<file path="src/rtl/if_pc_gen_pkg.sv">
// Shared types and constants for the fetch-side PC generator.
package rv_if_pkg;

    localparam int PC_W = 30;

    localparam logic [PC_W-1:0] RESET_PC_DEF = 30'h0000_0000;
    localparam logic [PC_W-1:0] PC_INC       = 30'd1;

    typedef enum logic [0:0] {
        IDLE = 1'b0,
        RUN  = 1'b1
    } pc_state_t;

endpackage

</file>
<file path="src/rtl/if_pc_gen_if.sv">
// Control and fetch-address bundle between CPU status/EX logic and the PC generator.
interface if_pc_gen_if;
    import rv_if_pkg::*;

    logic            pc_start;
    logic [PC_W-1:0] start_adr_lat;
    logic            stall;
    logic            rst_pipe;
    logic            jmp_condition_ex;
    logic [PC_W-1:0] jmp_adr_ex;
    logic [PC_W-1:0] if_adr;
    logic            if_valid;
    logic [PC_W-1:0] pc_id;
    logic            pc_valid_if_id;
    logic            jmp_flush;
    logic [31:0]     fetch_cnt;

    modport master (
        output pc_start, start_adr_lat, stall, rst_pipe, jmp_condition_ex, jmp_adr_ex,
        input  if_adr, if_valid, pc_id, pc_valid_if_id, jmp_flush, fetch_cnt
    );

    modport slave (
        input  pc_start, start_adr_lat, stall, rst_pipe, jmp_condition_ex, jmp_adr_ex,
        output if_adr, if_valid, pc_id, pc_valid_if_id, jmp_flush, fetch_cnt
    );

endinterface

</file>
<file path="src/rtl/if_pc_gen_redirect_buf.sv">
// One-entry holding register for a jump target that arrived while the pipe was stalled.
module if_redirect_buf
    import rv_if_pkg::*;
(
    input  logic            clk,
    input  logic            rst,
    input  logic            capture,
    input  logic [PC_W-1:0] target,
    input  logic            consume,
    input  logic            clear,
    output logic            pend_valid,
    output logic [PC_W-1:0] pend_adr
);

    // Clear/consume beat capture; a newer capture overwrites an older one.
    always_ff @(posedge clk) begin
        if (rst) begin
            pend_valid <= 1'b0;
            pend_adr   <= '0;
        end else if (clear || consume) begin
            pend_valid <= 1'b0;
        end else if (capture) begin
            pend_valid <= 1'b1;
            pend_adr   <= target;
        end
    end

endmodule

</file>
<file path="src/rtl/if_pc_gen.sv">
// Fetch PC generator: start/pipe-reset/stall/redirect sequencing for the IF stage.
// Optional advanced-fetch counter is built when IF_FETCH_CNT_EN is defined.
//
// state | meaning
// IDLE  | no fetch issued, if_valid low, jumps and stall ignored
// RUN   | fetching; if_adr advances, redirects or holds under stall
module if_pc_gen
    import rv_if_pkg::*;
#(
    parameter logic [PC_W-1:0] RESET_PC = RESET_PC_DEF
)
(
    input  logic    clk,
    input  logic    rst,
    if_pc_gen_if.slave bus
);

    localparam logic [0:0] S_IDLE = IDLE;
    localparam logic [0:0] S_RUN  = RUN;

    logic [0:0]      state;
    logic [PC_W-1:0] if_adr_q;
    logic [PC_W-1:0] pc_id_q;
    logic            pc_valid_q;
    logic            jmp_flush_q;

    logic            running;
    logic            hold_ctrl;
    logic            redirect;
    logic            capture;
    logic            seq_adv;
    logic            clear_pend;
    logic            pend_valid;
    logic [PC_W-1:0] pend_adr;
    logic [PC_W-1:0] redir_adr;

    always_comb begin
        running    = (state == S_RUN);
        hold_ctrl  = bus.pc_start || bus.rst_pipe;
        clear_pend = bus.pc_start || (running && bus.rst_pipe);
        redirect   = running && !hold_ctrl && !bus.stall && (bus.jmp_condition_ex || pend_valid);
        capture    = running && !hold_ctrl && bus.stall && bus.jmp_condition_ex;
        seq_adv    = running && !hold_ctrl && !bus.stall && !redirect;
        // A live EX jump is younger than anything pending, so it takes precedence.
        redir_adr  = bus.jmp_condition_ex ? bus.jmp_adr_ex : pend_adr;
    end

    if_redirect_buf u_redirect_buf (
        .clk        (clk),
        .rst        (rst),
        .capture    (capture),
        .target     (bus.jmp_adr_ex),
        .consume    (redirect),
        .clear      (clear_pend),
        .pend_valid (pend_valid),
        .pend_adr   (pend_adr)
    );

    always_ff @(posedge clk) begin
        if (rst) begin
            state       <= S_IDLE;
            if_adr_q    <= RESET_PC;
            pc_id_q     <= '0;
            pc_valid_q  <= 1'b0;
            jmp_flush_q <= 1'b0;
        end else begin
            jmp_flush_q <= 1'b0;
            if (bus.pc_start) begin
                state      <= S_RUN;
                if_adr_q   <= bus.start_adr_lat;
                pc_valid_q <= 1'b0;
            end else if (running && bus.rst_pipe) begin
                state      <= S_IDLE;
                pc_valid_q <= 1'b0;
            end else if (redirect) begin
                if_adr_q    <= redir_adr;
                pc_valid_q  <= 1'b0;
                jmp_flush_q <= 1'b1;
            end else if (seq_adv) begin
                pc_id_q    <= if_adr_q;
                pc_valid_q <= 1'b1;
                if_adr_q   <= if_adr_q + PC_INC;
            end
        end
    end

    assign bus.if_adr         = if_adr_q;
    assign bus.if_valid       = running;
    assign bus.pc_id          = pc_id_q;
    assign bus.pc_valid_if_id = pc_valid_q;
    assign bus.jmp_flush      = jmp_flush_q;

`ifdef IF_FETCH_CNT_EN
    logic [31:0] fetch_cnt_q;

    always_ff @(posedge clk) begin
        if (rst || bus.pc_start) begin
            fetch_cnt_q <= 32'h0;
        end else if (redirect || seq_adv) begin
            fetch_cnt_q <= fetch_cnt_q + 32'd1;
        end
    end

    assign bus.fetch_cnt = fetch_cnt_q;
`else
    assign bus.fetch_cnt = 32'h0;
`endif

endmodule

</file>
<file path="src/flat_wrapper.sv">
// flat-port wrapper written by rule: the top's interface ports become plain ports
module if_pc_gen_flat import rv_if_pkg::*;
#(
    parameter logic [PC_W-1:0] RESET_PC = RESET_PC_DEF
)
  (clk, rst, bus_pc_start, bus_start_adr_lat, bus_stall, bus_rst_pipe, bus_jmp_condition_ex, bus_jmp_adr_ex, bus_if_adr, bus_if_valid, bus_pc_id, bus_pc_valid_if_id, bus_jmp_flush, bus_fetch_cnt);
  if_pc_gen_if bus_i ();
  input  logic clk;
  input  logic rst;
  input wire logic [$bits(bus_i.pc_start)-1:0] bus_pc_start;
  input wire logic [$bits(bus_i.start_adr_lat)-1:0] bus_start_adr_lat;
  input wire logic [$bits(bus_i.stall)-1:0] bus_stall;
  input wire logic [$bits(bus_i.rst_pipe)-1:0] bus_rst_pipe;
  input wire logic [$bits(bus_i.jmp_condition_ex)-1:0] bus_jmp_condition_ex;
  input wire logic [$bits(bus_i.jmp_adr_ex)-1:0] bus_jmp_adr_ex;
  output wire logic [$bits(bus_i.if_adr)-1:0] bus_if_adr;
  output wire logic [$bits(bus_i.if_valid)-1:0] bus_if_valid;
  output wire logic [$bits(bus_i.pc_id)-1:0] bus_pc_id;
  output wire logic [$bits(bus_i.pc_valid_if_id)-1:0] bus_pc_valid_if_id;
  output wire logic [$bits(bus_i.jmp_flush)-1:0] bus_jmp_flush;
  output wire logic [$bits(bus_i.fetch_cnt)-1:0] bus_fetch_cnt;
  assign bus_i.pc_start = bus_pc_start;
  assign bus_i.start_adr_lat = bus_start_adr_lat;
  assign bus_i.stall = bus_stall;
  assign bus_i.rst_pipe = bus_rst_pipe;
  assign bus_i.jmp_condition_ex = bus_jmp_condition_ex;
  assign bus_i.jmp_adr_ex = bus_jmp_adr_ex;
  assign bus_if_adr = bus_i.if_adr;
  assign bus_if_valid = bus_i.if_valid;
  assign bus_pc_id = bus_i.pc_id;
  assign bus_pc_valid_if_id = bus_i.pc_valid_if_id;
  assign bus_jmp_flush = bus_i.jmp_flush;
  assign bus_fetch_cnt = bus_i.fetch_cnt;
  if_pc_gen #(.RESET_PC(RESET_PC)) u_core (.clk(clk), .rst(rst), .bus(bus_i));
endmodule
</file>
<file path="config.mk">
export PLATFORM = sky130hd
export DESIGN_NAME = if_pc_gen_flat
export DESIGN_NICKNAME = d
export VERILOG_FILES = /design/src/rtl/if_pc_gen_pkg.sv /design/src/rtl/if_pc_gen_if.sv /design/src/rtl/if_pc_gen_redirect_buf.sv /design/src/rtl/if_pc_gen.sv /design/src/flat_wrapper.sv
export SDC_FILE = /design/constraint.sdc
export NUM_CORES = 1
export LEC_CHECK = 0
export CELL_PAD_IN_SITES_DETAIL_PLACEMENT = 0
export CELL_PAD_IN_SITES_GLOBAL_PLACEMENT = 1
export CORE_UTILIZATION = 33
export DETAILED_ROUTE_END_ITERATION = 8
export GPL_TIMING_DRIVEN = 0
export PLACE_DENSITY_LB_ADDON = 0.15
export SLEW_MARGIN = 20
export SYNTH_ARGS = -nofsm -noshare
export SYNTH_HDL_FRONTEND = slang
export SYNTH_SLANG_ARGS = --single-unit
</file>
<file path="constraint.sdc">
create_clock -name clk -period 2.21 [get_ports clk]
set_input_delay 0.3315 -clock clk [delete_from_list [all_inputs] [get_ports clk]]
set_output_delay 0.3315 -clock clk [all_outputs]
set_load 0.01 [all_outputs]
</file>
==> impl_metrics.json <==
{
  "synthCells": 647,
  "ant_nets": 0,
  "place_area_um2": 6550,
  "critical_path_arrival_ns": 2.38,
  "post-route-min-period_ns": 2.11,
  "cts_buffer_depth": 2,
  "crit_chain": "clkdlybuf4s50_1 -> or4b_4 -> buf_6 -> nor2_8 -> buf_8 -> o211ai_2 -> a221oi_2",
  "dieArea_um2": 15500,
  "start_util": 0.339,
  "rows": 44,
  "finalSetupViolations": 0,
  "stdcell_area_um2": 6880,
  "fin_skew_ns": 0.00700,
  "synth_cell_types": 53,
  "crit_path_start_kind": "input port",
  "netlist_area_um2": 4950,
  "holdBufCountCts": 0,
  "cp_slowest_cell": "or4b_4",
  "min_to": "u_core.u_redirect_buf.pend_adr[9]",
  "drtIter0Drc": 357,
  "cts_made_buffers": 9,
  "dp.cells": 988,
  "firstDrtPassIters": 4,
  "clkTransAtPathRegs_ns": 0.07,
  "max_cap_viol_count": 0,
  "hold_viol": 0,
  "crit_type": "in -> reg",
  "drc_errors": 0,
  "synth_edf_count": 0,
  "clock.fmax_ghz": 0.473,
  "finalMaxSlewViolations": 0,
  "wl_um": 17500,
  "place_congestion": 0.846,
  "r2r-end": "u_core.bus.if_adr[29]",
  "worst_pin_slew_ns": 0.663,
  "timing.rr.start": "u_core.bus.if_adr[3]",
  "cts_sinks": 94,
  "leakagePower_uw": 0.00252,
  "status": "finished, final reports clean",
  "synth-async-reset-ratio": 0,
  "grt_setup_unrepaired": "false",
  "ys_warn_count": 0,
  "die_h_um": 124,
  "root_buffer": "clkbuf_16",
  "vias_per_cell": 5.10,
  "final_util": 0.472,
  "stdcell_count": 1006,
  "required_ns": 2.47,
  "fillCellCount": 1474,
  "synth_seq_area_share": 0.380,
  "cp_max_fo": 10,
  "grt_max_degree": 14,
  "die_w_um": 124,
  "power_density_nw_per_um2": 565,
  "critical_path.max_stage_delay_ns": 0.59,
  "htree_num_levels": 3,
  "numPortBuffers": 126,
  "core_um2": 14600,
  "worstSetupEndpointType": "flip-flop",
  "power_uw": 3890,
  "ys_seq_elements": 94,
  "cts_tree": "built",
  "grt_pass1_vias": 4841,
  "hold_path_class": "reg -> reg",
  "antenna_found_initial": 0,
  "syn_to_final_growth_pct": 39.1,
  "regToRegSetupSlack_ns": 0.13,
  "drive_gt1_frac": 0.101,
  "layout.nets": 886,
  "max_slew_margin": 0.558,
  "gr-usage-all-layers": 0.228,
  "period_share": 0.956,
  "wl_per_cell_um": 17.4,
  "holdPathStages": 2,
  "ys.flop_type": "dfxtp_1",
  "hold_start": "u_core.u_redirect_buf.pend_adr[9]",
  "clk_latency_ns": 0.35,
  "r2r_cells": 7,
  "via_count": 5131,
  "synth.avg_cell_area_um2": 7.64,
  "diodes": 0,
  "ios": 161,
  "hpwl_um": 13200,
  "grt_pass1_wl_um": 27100,
  "irDropWorstVdd_v": 0.000395,
  "grt_overflow": 0,
  "hold_ws_ns": 0.447
}
==> critical path: cells and delay by family <==
family          cells  cell delay, ns
simple gates        2            0.80
compound gates      2            0.33
buf+inv             3            0.91
==> layout by cell type, fill, tap and decap left out, types with 18 or more instances in the layout <==
master	instances
a21oi_1	106
buf_4	37
clkbuf_1	28
clkdlybuf4s50_1	126
conb_1	32
dfxtp_1	93
mux2i_1	18
nand2_1	151
nand3_1	18
nor2_1	19
o21ai_0	29
==> routing by layer <==
metal  global-route usage  up-vias  routed length (µm)
met4               0.0893        0                 442
met5                    0        -                   0
met3               0.0473       28                1390
met1                0.298     2359                7610
met2                0.367      236                8050
li1                     -     2508                   -
==> Yosys cell counts, types with 2 or more instances <==
master	n	area, µm²
o211ai_1	6	45.0
buf_2	9	45.0
nand2b_1	8	50.1
or3_1	3	18.8
o21a_1	2	15.0
and4_1	3	26.3
buf_6	3	33.8
nand2_1	151	567
a211oi_1	5	37.5
xor2_1	9	78.8
nor2_1	19	71.3
a221oi_2	2	30.0
xnor2_1	14	123
buf_4	33	248
nor3_1	10	50.1
a22o_1	4	35.0
nand3_1	18	90.1
mux2i_1	18	180
clkbuf_1	31	116
nor2b_1	5	31.3
a2111oi_0	3	26.3
nand3b_1	2	15.0
dfxtp_1	94	1880
o21ai_0	29	145
nand4_1	9	56.3
o22ai_1	7	43.8
clkinv_1	2	7.51
inv_1	7	26.3
a21oi_1	106	531
a31oi_1	3	18.8
a21o_1	4	30.0
and3_1	7	43.8
==> sequential cells by signal (all words and copies together) (netlist names) <==
name                              count
u_core.u_redirect_buf.pend_valid      1
u_core.bus.pc_valid_if_id             1
u_core.bus.if_valid                   1
u_core.bus.pc_id                     30
u_core.bus.jmp_flush                  1
u_core.bus.if_adr                    30
u_core.u_redirect_buf.pend_adr       30
==> per-stage QoR <==
| step | TNS, ns | setup WS [ns] |
|---|---|---|
| detailed placement | -18.85 | -0.466 |
| CTS | 0 | 0.0292 |
| finish | 0 | 0.0962 |
| floorplan | 0 | 0.378 |
| global placement | -15.59 | -0.421 |
| global route | 0 | 0.00699 |
==> worst max-delay path by stage <==
stage	start	cells past startpoint	slack (ns)	endpoint
6_report	bus_stall	7	0.1	u_core.bus.if_adr[1]
5_1_grt	bus_stall	8	0.007	u_core.bus.pc_id[14]
4_1_cts	u_core.bus.if_adr[0]	6	0.03	u_core.bus.if_adr[24]
3_5_place_dp	bus_stall	6	-0.47	u_core.bus.if_adr[23]
3_3_place_gp	bus_stall	6	-0.42	u_core.bus.if_adr[23]
2_1_floorplan	u_core.bus.if_adr[0]	6	0.38	u_core.bus.if_adr[24]
==> power breakdown <==
part / switching (µW) / internal, µW
registers: 85.9 / 1750
clock network: 652 / 779
logic: 304 / 325
==> cells by family after synthesis <==
family          share of synthesized area
fa+ha+maj                         0.00253
other cells                      0.000758
xor+xnor                           0.0407
mux                                0.0364
simple gates                        0.232
buf+inv                             0.100
compound gates                      0.207
flops                               0.380
==> what timing repair did <==
item,CTS,global route
endpoints found under the hold margin,0,0
setup endpoints to repair,12,41
pin swaps,3,3
gates resized for setup,4,10
buffers inserted,2,3
==> final cells by class <==
cell class / instances / area, µm² / share of cell area
buffer: 77 / 467 / 0.0678
clock buffer: 12 / 246 / 0.0358
clock inverter: 2 / 10.0 / 0.00145
inverter: 9 / 33.8 / 0.00491
multi-input combinational: 497 / 2700 / 0.392
sequential: 94 / 1880 / 0.274
tap: 184 / 230 / 0.0335
timing repair buffer: 131 / 1310 / 0.191
No activity file was read; power rests on OpenSTA's default activity.
